**config.mk**
```make
export PLATFORM = sky130hd
export DESIGN_NAME = pulsador_eventos
export DESIGN_NICKNAME = d
export VERILOG_FILES = /design/src/rtl/pulsador_pkg.sv /design/src/rtl/pulsador_eventos_detector_flanco.sv /design/src/rtl/pulsador_eventos.sv
export SDC_FILE = /design/constraint.sdc
export NUM_CORES = 1
export LEC_CHECK = 0
export ABC_AREA = 0
export BUFFER_PORTS_ARGS = -buffer_cell sky130_fd_sc_hd__buf_2
export CELL_PAD_IN_SITES_DETAIL_PLACEMENT = 0
export CELL_PAD_IN_SITES_GLOBAL_PLACEMENT = 1
export CORE_AREA = 2 2 39 41
export CTS_BUF_LIST = sky130_fd_sc_hd__clkbuf_8 sky130_fd_sc_hd__clkbuf_16
export CTS_CLUSTER_DIAMETER = 50
export DETAILED_ROUTE_END_ITERATION = 16
export DIE_AREA = 0 0 41 43
export PLACE_DENSITY_LB_ADDON = 0.1
export SLEW_MARGIN = 20
export SYNTH_ARGS = -nofsm -noshare
export SYNTH_HDL_FRONTEND = slang
export SYNTH_SLANG_ARGS = --single-unit
```
**constraint.sdc**
```tcl
create_clock -name CLK -period 0.91 [get_ports CLK]
set_clock_uncertainty 0.05 [all_clocks]
set_input_delay 0.0455 -clock CLK [delete_from_list [all_inputs] [get_ports CLK]]
set_output_delay 0.0455 -clock CLK [all_outputs]
set_load 0.05 [all_outputs]
```
**src/rtl/pulsador_pkg.sv**
```systemverilog
// Shared state encoding, repeat-counter width/limit and saturating increment
// for the key-event block.
package pulsador_pkg;

  localparam logic [1:0] ST_IDLE = 2'd0;
  localparam logic [1:0] ST_WAIT = 2'd1;
  localparam logic [1:0] ST_RPT  = 2'd2;
  localparam logic [1:0] ST_HELD = 2'd3;

  typedef enum logic [1:0] {
    IDLE    = ST_IDLE,
    WAIT    = ST_WAIT,
    RPT     = ST_RPT,
    HELD_ST = ST_HELD
  } state_e;

  localparam int unsigned REP_CNT_W = 8;
  localparam logic [REP_CNT_W-1:0] REP_CNT_MAX = 8'd255;

  function automatic logic [REP_CNT_W-1:0] sat_inc(input logic [REP_CNT_W-1:0] v);
    return (v == REP_CNT_MAX) ? v : v + REP_CNT_W'(1);
  endfunction

endpackage

```
**src/rtl/pulsador_eventos_detector_flanco.sv**
```systemverilog
// Registers the debounced level and derives rise/fall strobes against the
// registered copy.
module detector_flanco (
  input  logic clk,
  input  logic rst_n,
  input  logic da,
  output logic held,
  output logic rise_c,
  output logic fall_c
);

  logic d_q;
  logic d_d;

  always_comb begin
    d_d = da;
  end

  always_ff @(posedge clk) begin
    if (!rst_n) begin
      d_q <= 1'b0;
    end else begin
      d_q <= d_d;
    end
  end

  assign held   = d_q;
  assign rise_c = da & ~d_q;
  assign fall_c = ~da & d_q;

endmodule

```
**src/rtl/pulsador_eventos.sv**
```systemverilog
// Turns a debounced button level into press/repeat/release pulses and a
// saturating repeat count. Auto-repeat is built only with PULSADOR_AUTOREPEAT_EN.
module pulsador_eventos
  import pulsador_pkg::*;
#(
  parameter int unsigned DELAY_CYCLES = 50_000_000,
  parameter int unsigned RATE_CYCLES  = 10_000_000,
  parameter int unsigned CNT_W        = 26
) (
  input  logic                 CLK,
  input  logic                 RST_N,
  input  logic                 DA,
  output logic                 PRESS,
  output logic                 REPEAT,
  output logic                 RELEASE,
  output logic                 HELD,
  output logic [REP_CNT_W-1:0] REP_CNT
);

  localparam int unsigned MAX_CYC = (DELAY_CYCLES > RATE_CYCLES) ? DELAY_CYCLES : RATE_CYCLES;

  // Elaboration guard on the timing parameters.
  if (DELAY_CYCLES < 2 || RATE_CYCLES < 1 || CNT_W > 63 ||
      (64'd1 << CNT_W) <= 64'(MAX_CYC)) begin : g_bad_cfg
    $error("pulsador_eventos: invalid DELAY_CYCLES/RATE_CYCLES/CNT_W");
  end

  logic rise_c;
  logic fall_c;

  detector_flanco u_detector_flanco (
    .clk    (CLK),
    .rst_n  (RST_N),
    .da     (DA),
    .held   (HELD),
    .rise_c (rise_c),
    .fall_c (fall_c)
  );

  state_e                 state_q,   state_d;
  logic                   press_q,   press_d;
  logic                   repeat_q,  repeat_d;
  logic                   release_q, release_d;
  logic [REP_CNT_W-1:0]   rep_cnt_q, rep_cnt_d;

`ifdef PULSADOR_AUTOREPEAT_EN
  logic [CNT_W-1:0] timer_q, timer_d;

  // Release beats a simultaneous timer expiry.
  always_comb begin
    state_d   = state_q;
    timer_d   = timer_q;
    press_d   = 1'b0;
    repeat_d  = 1'b0;
    release_d = 1'b0;
    rep_cnt_d = rep_cnt_q;
    unique case (state_q)
      IDLE: begin
        timer_d = '0;
        if (rise_c) begin
          press_d   = 1'b1;
          rep_cnt_d = '0;
          state_d   = WAIT;
        end
      end
      WAIT: begin
        if (fall_c) begin
          release_d = 1'b1;
          timer_d   = '0;
          state_d   = IDLE;
        end else if (timer_q == CNT_W'(DELAY_CYCLES - 1)) begin
          repeat_d  = 1'b1;
          rep_cnt_d = sat_inc(rep_cnt_q);
          timer_d   = '0;
          state_d   = RPT;
        end else begin
          timer_d = timer_q + CNT_W'(1);
        end
      end
      RPT: begin
        if (fall_c) begin
          release_d = 1'b1;
          timer_d   = '0;
          state_d   = IDLE;
        end else if (timer_q == CNT_W'(RATE_CYCLES - 1)) begin
          repeat_d  = 1'b1;
          rep_cnt_d = sat_inc(rep_cnt_q);
          timer_d   = '0;
        end else begin
          timer_d = timer_q + CNT_W'(1);
        end
      end
      default: begin
        timer_d = '0;
        state_d = IDLE;
      end
    endcase
  end

  always_ff @(posedge CLK) begin
    if (!RST_N) begin
      timer_q <= '0;
    end else begin
      timer_q <= timer_d;
    end
  end
`else
  // Without auto-repeat the block only tracks pressed/released.
  always_comb begin
    state_d   = state_q;
    press_d   = 1'b0;
    repeat_d  = 1'b0;
    release_d = 1'b0;
    rep_cnt_d = '0;
    unique case (state_q)
      IDLE: begin
        if (rise_c) begin
          press_d = 1'b1;
          state_d = HELD_ST;
        end
      end
      HELD_ST: begin
        if (fall_c) begin
          release_d = 1'b1;
          state_d   = IDLE;
        end
      end
      default: begin
        state_d = IDLE;
      end
    endcase
  end
`endif

  always_ff @(posedge CLK) begin
    if (!RST_N) begin
      state_q   <= IDLE;
      press_q   <= 1'b0;
      repeat_q  <= 1'b0;
      release_q <= 1'b0;
      rep_cnt_q <= '0;
    end else begin
      state_q   <= state_d;
      press_q   <= press_d;
      repeat_q  <= repeat_d;
      release_q <= release_d;
      rep_cnt_q <= rep_cnt_d;
    end
  end

  assign PRESS   = press_q;
  assign REPEAT  = repeat_q;
  assign RELEASE = release_q;
  assign REP_CNT = rep_cnt_q;

endmodule

```
# Word level (Yosys, flattened, before mapping)
# Cells that the tools add are included.
[word_totals]
reg_bits = 5
in_bits = 3
out_inout_bits = 12
wordCells = 20
[op_classes]
n_eq_ne = 3
mux = 5
bitwise = 4
n_reduce_logical = 4
[ops]
columns = ["cell", "n"]
rows = [
  ["$reduce_and A2 Y1", 3],
  ["$mux W2", 2],
  ["$ne A2 B2 Y1 const B", 2],
  ["$pmux W2 S2", 1],
  ["$and A1 B1 Y1", 2],
  ["$eq A2 B2 Y1 const B", 1],
  ["$logic_not A2 Y1", 1],
  ["$mux W1", 2],
  ["$not A1 Y1", 2],
]

# Longest topological paths before layout
# Gate-level depths: netlist (run 1).
[logic_depth]
ltp_word = 4
ltp_mapped = 2
ltp_nobuf = 2

# By module
# Synthesis (run 1) repeated with hierarchy kept, for this count alone.
[unflattened]
cells_unflattened = 22
hier_area_um2 = 195.2
[modules_own_cells]
columns = ["module", "n_inst", "cells_per_inst", "area_each_um2", "seq_area_each_um2"]
rows = [
  ["pulsador_eventos", 1, 18, 156.4, 60.1],
  ["detector_flanco", 1, 4, 38.8, 20.0],
]

# Worst setup path before layout (run 1)
# Ideal clock, no wire load.
[synth_timing]
path_type = "register to register"
startpoint = "register u_detector_flanco.d_q, in the netlist u_detector_flanco.held"
endpoint = "register release_q, in the netlist RELEASE"
setup_time_ps = 59
arrival_time_ps = 1000
required_ps = 801
setup_slack_ps = -199
stages_incl_launch_ff = 3
n_path_buf = 0
synth_period_minus_slack_ps = 1109
path_cell_list = "dfxtp_1 > nor2b_1 > and3_1"
[synth_via]
elab_chain_cells = 2
[synth_lines]
columns = ["item", "line_no", "text"]
rows = [
  ["start: declaration", "pulsador_eventos_detector_flanco.sv:12", "logic d_q;"],
  ["start signal: assignment", "pulsador_eventos_detector_flanco.sv:21", "d_q <= 1'b0;"],
  ["start signal: assignment", "pulsador_eventos_detector_flanco.sv:23", "d_q <= d_d;"],
  ["$and A1 B1 Y1", "pulsador_eventos_detector_flanco.sv:29", "assign fall_c = ~da & d_q;"],
  ["$mux W1", "pulsador_eventos.sv:123", "if (fall_c) begin"],
  ["end signal: assignment", "pulsador_eventos.sv:146", "release_q <= release_d;"],
  ["end: declaration", "pulsador_eventos.sv:43", "logic release_q, release_d;"],
]
# Every way passes these cells.
# A chain may end at the register's enable or synchronous reset.

# Final worst setup path (run 1)
[layout_timing]
startpoint = "register u_detector_flanco.d_q, in the netlist u_detector_flanco.held"
endpoint = "output HELD"
[layout_lines]
columns = ["item", "line_no", "text"]
rows = [
  ["end: declaration", "pulsador_eventos.sv:16", "output logic HELD,"],
]
# No word-level cell between the ends.

==> impl_metrics.toml, run 1 <==
[global_route]
grt_max_degree = 5
grt_usage_pct = 4.313
grt_pass1_vias = 106
grt.overflow.total = 0
grt_pass1_wl_um = 414
antenna_found_initial = 0

[synthesis]
yosysMostFrequentCell = "buf_4"
yosys_warnings = 0
yosys.area.top_type = "dfxtp_1"
yosysSeqAreaShare_pct = 39.75
yosys-top-cells-area = "dfxtp_1 (40%), buf_4 (34%), nor3b_2 (6.2%), and2_4 (4.3%), nand3b_1 (3.7%)"
synthTopCellsByCount = "buf_4 (9), dfxtp_1 (4)"
synth-seq-cells = 4
syn-cell-area_um2 = 201.4
synth_top_area_share_pct = 39.75
synth.avg_cell_area_um2 = 9.593
synth_flop_cell = "dfxtp_1"
synth.distinct_cells = 10
synth_edf_count = 0
async_flop_share_pct = 0
netlist_instances = 21

[placed_design]
dp_hpwl_um = 225.8
gp_congestion = 0.5777
io_buffers = 5

[worst_setup_path]
endpoint_kind = "output pin"
critPathLaunchType = "register"
critPathKind = "register to output pin"
crit_required_ns = 0.81
cp.arrival_ns = 0.76
crit_path_max_incr_delay_ns = 0.35
critPathBufInv = 1
cpMaxStageDelayCell = "dfxtp_4"
path_cells = "buf_4"
critical_path.top_delay_family = "flip-flops"
worst-path-max-fanout = 4

[cts]
cts_resized = 1
hold_buffers = 0
htreeDepth = 1
clk_pin_slew_ns = 0.03
cts_setup_buffers = 0
clk_latency_ns = 0.22
cts_tree = "done"
cts_sinks = 4
cts-root-buf = "clkbuf_8"
clock_path_buffers = 2
numCtsBuffers = 3

[floorplan]
core_um2 = 1384
die_w_um = 41
io_pins = 15
rows = 14
design.die.area_um2 = 1763
start_util_pct = 14.56
die_y_um = 43

[min_path]
hold_path_class = "input port to register"

[final_layout]
antenna_cells = 0
multi_input_area_um2 = 83.83
drive_gt1_share_pct = 37.93
final_nets = 33
area_delta_synth_final_pct = 29.19
n_fill_cell = 156
postLayoutCoreUtil_pct = 18.81
seqCellArea_um2 = 83.83

[timing]
period_needed_ns = 0.8578
slew_viol_final = 0
finalCritPeriodShare_pct = 94.27
setup-violations-final = 0
fmax_mhz = 1166
hold_viol = 0
rsz0062_at_grt = "false"
setup_tns_ns = 0
hold_ws_ns = 0.03973

[run]
cap_violations = 0

[pwr]
power_density_nw_per_um2 = 2688
leakage_uw = 0.0001351
irDropWorstVdd_mv = 0.3793

[route]
vias_per_cell = 2.756
avgRoutedWirePerCell_um = 6.556
num_vias = 124
drtAntennaViolNets = 0
dr.first_iter.drc_count = 1
routed_wl_um = 295
drc = 0
first_pass_iters = 2

[run_status]
outcome = "completed"
==> metrics by stage <==
stage | cells | power (µW) | area [µm²] | worst slack (ns)
final | 45 | 699.4 | 260.3 | 0.05217
after global placement | 41 | 319.8 | 212.7 | 0.09456
after detailed placement | 41 | 319.1 | 212.7 | 0.1000
after CTS | 45 | 711.6 | 260.3 | 0.04775
after floorplan | 29 | 335.3 | 235.2 | 0.04932
after global routing | 45 | 736.0 | 260.3 | 0.01061
==> where the power goes <==
part / switching (µW) / internal [µW] / leakage [µW]
registers: 6.32 / 185 / 0.0000336
logic: 110 / 17.2 / 0.0000747
clock network: 93.2 / 288 / 0.0000269
==> flip-flops by register name, summed over array words and instances, names as in the netlist <==
| register | count |
|---|---|
| u_detector_flanco.held | 1 |
| state_q | 1 |
| PRESS | 1 |
| RELEASE | 1 |
==> layout by cell type (no fill, tap or decap) <==
master and count:
nand2_1 1, and2_4 1, buf_4 1, dfxtp_1 3, dfxtp_4 1, buf_2 4, nand3b_1 1, clkbuf_8 3
nor3b_2 1, o21ai_1 1, inv_1 1, nor2b_1 1, and3_1 1, conb_1 9
==> kinds of logic (layout without fill, tap and decap cells) <==
family / Yosys count / count (layout) / share of synthesized area, %
other: 1 / 9 / 1.862
AOI/OAI and AO/OA: 1 / 1 / 2.482
DFF: 4 / 4 / 39.75
buffers and inverters: 9 / 9 / 33.54
and+or+nand+nor: 6 / 6 / 22.36
==> path summary, 6_finish.rpt <==
kind / startpoint / end / slack, ns / cells after the start
min: DA / u_detector_flanco.held / 0.04 / 2
max: u_detector_flanco.held / HELD / 0.05 / 1
min reg2reg: state_q[0] / PRESS / 0.39 / 1
max reg2reg: u_detector_flanco.held / RELEASE / 0.10 / 2
==> cell type report <==
class | instances | share of cell area [%]
multi-input combinational | 16 | 32.21
clock buffer | 3 | 15.87
clock inverter | 1 | 1.442
timing repair buffer | 5 | 10.58
tap | 16 | 7.692
sequential | 4 | 32.21
==> routing by layer <==
| metal | part of all wire (%) | GRT usage, % | vias to the layer above |
|---|---|---|---|
| met5 | 0 | 0 | - |
| met4 | 0 | 8.000 | 0 |
| met3 | 12 | 3.141 | 0 |
| met2 | 47 | 3.125 | 9 |
| met1 | 41 | 4.808 | 51 |
| li1 | - | - | 64 |
No activity file was read; power rests on OpenSTA's default activity.
==> inputs of run 2 (changes only) <==
==> constraint.sdc (replaced) <==
create_clock -name CLK -period 0.95 [get_ports CLK]
set_clock_uncertainty 0.05 [all_clocks]
set_input_delay 0.0475 -clock CLK [delete_from_list [all_inputs] [get_ports CLK]]
set_output_delay 0.0475 -clock CLK [all_outputs]
set_load 0.05 [all_outputs]
==> impl_metrics.toml, run 2 (synthesized netlist as in run 1, its figures left out) <==
[final_layout]
final_nets = 33
antenna_cells = 0
area_delta_synth_final_pct = 24.84
seqCellArea_um2 = 81.33
n_fill_cell = 154
postLayoutCoreUtil_pct = 18.17
mostFrequentLayoutCells = "conb_1 (9), buf_2 (5), dfxtp_1 (3), clkbuf_8 (3)"
multi_input_area_um2 = 83.83
mostFrequentLayoutCell = "conb_1"
drive_gt1_share_pct = 39.29

[timing]
period_needed_ns = 0.9126
slew_viol_final = 0
fmax_mhz = 1096
finalCritPeriodShare_pct = 96.06
fin_ws_ns = 0.03742
rsz0062_at_grt = "false"
setup-violations-final = 0
hold_viol = 0
setup_tns_ns = 0
hold_ws_ns = 0.04632

[placed_design]
gp_congestion = 0.5280
io_buffers = 5
dp_slack_ns = 0.1591
dp_hpwl_um = 251.2

[route]
dr.first_iter.drc_count = 2
vias_per_cell = 2.909
avgRoutedWirePerCell_um = 6.955
routed_wl_um = 306
num_vias = 128
drc = 0
drtAntennaViolNets = 0
first_pass_iters = 4

[worst_setup_path]
crit_path_max_incr_delay_ns = 0.34
r2r_slack_ns = 0.16
critPathBufInv = 1
cp.arrival_ns = 0.82
critical_path.top_delay_family = "flip-flops"
worstSetupStartpoint = "u_detector_flanco.held"
endpoint_kind = "output pin"
worst-path-max-fanout = 4
critPathLaunchType = "register"
crit_required_ns = 0.85
cpMaxStageDelayCell = "dfxtp_2"
critPathKind = "register to output pin"
path_cells = "buf_2"
r2r_start = "u_detector_flanco.held"

[min_path]
hold_path_class = "input port to register"
min_from = "DA"

[pwr]
seq_power_share_pct = 28.1
power_density_nw_per_um2 = 2612
irDropWorstVdd_mv = 0.3644
switchingPower_uw = 193.0
comb_power_share_pct = 18.4
intPower_uw = 464.0
swShare_pct = 29.38
power.share.clock_pct = 53.5
finalPower_uw = 657.0
leakage_uw = 0.0001291

[cts]
cts_sinks = 4
clk_pin_slew_ns = 0.03
numCtsBuffers = 3
hold_buffers = 0
cts_setup_buffers = 0
clock_path_buffers = 2
cts_resized = 0
htreeDepth = 1
cts_tree = "done"
clk_latency_ns = 0.21
cts-root-buf = "clkbuf_8"

[floorplan]
design.die.area_um2 = 1763
rows = 14
core_um2 = 1384
die_w_um = 41
start_util_pct = 14.56
io_pins = 15
die_y_um = 43

[global_route]
grt_usage_pct = 4.208
grt_pass1_wl_um = 441
grt_max_degree = 5
grt.overflow.total = 0
antenna_found_initial = 0
grt_pass1_vias = 124

[run_status]
outcome = "completed"

[run]
cap_violations = 0
run 2: changes by cell type in the layout (fill, tap and decap cells not counted), sizes merged:
cell,delta
inv,-1
run 2: worst register-to-register path, cell delays in order (launching register included):
cell and delay, ns:
dfxtp_2 0.32, nor2b_1 0.14, and3_1 0.17
run 2: stage by stage:
step                std cells  area [µm²]
global route               44       251.5
floorplan                  29       232.7
CTS                        44       251.5
global placement           41       210.2
finish                     44       251.5
detailed placement         41       210.2
run 2: worst paths after layout:
kind              depth (start not counted)                      to
setup reg to reg                          2                 RELEASE
setup / recovery                          1                    HELD
hold reg to reg                           1                   PRESS
hold / removal                            2  u_detector_flanco.held
run 2: power by group through the flow:
stage	sequential [µW]	combinational, µW	clock [µW]
2_1_floorplan	205	118	0
3_3_place_gp	187	120	0
3_5_place_dp	187	120	0
4_1_cts	185	121	356
5_1_grt	186	126	376
6_report	185	121	351
run 2: cell type report:
| class | count | share of cell area (%) |
|---|---|---|
| multi-input cells | 16 | 33.33 |
| flip-flops and latches | 4 | 32.34 |
| clock buffers | 3 | 16.42 |
| repair buffers | 5 | 9.950 |
| well taps | 16 | 7.960 |
run 2: layer usage:
| metal | part of all wire [%] | global-route usage, % | vias to the layer above |
|---|---|---|---|
| met1 | 41 | 3.834 | 56 |
| met2 | 48 | 5.625 | 10 |
| met5 | 0 | 0 | - |
| met3 | 11 | 3.141 | 0 |
| met4 | 0 | 4.000 | 0 |
| li1 | - | - | 62 |
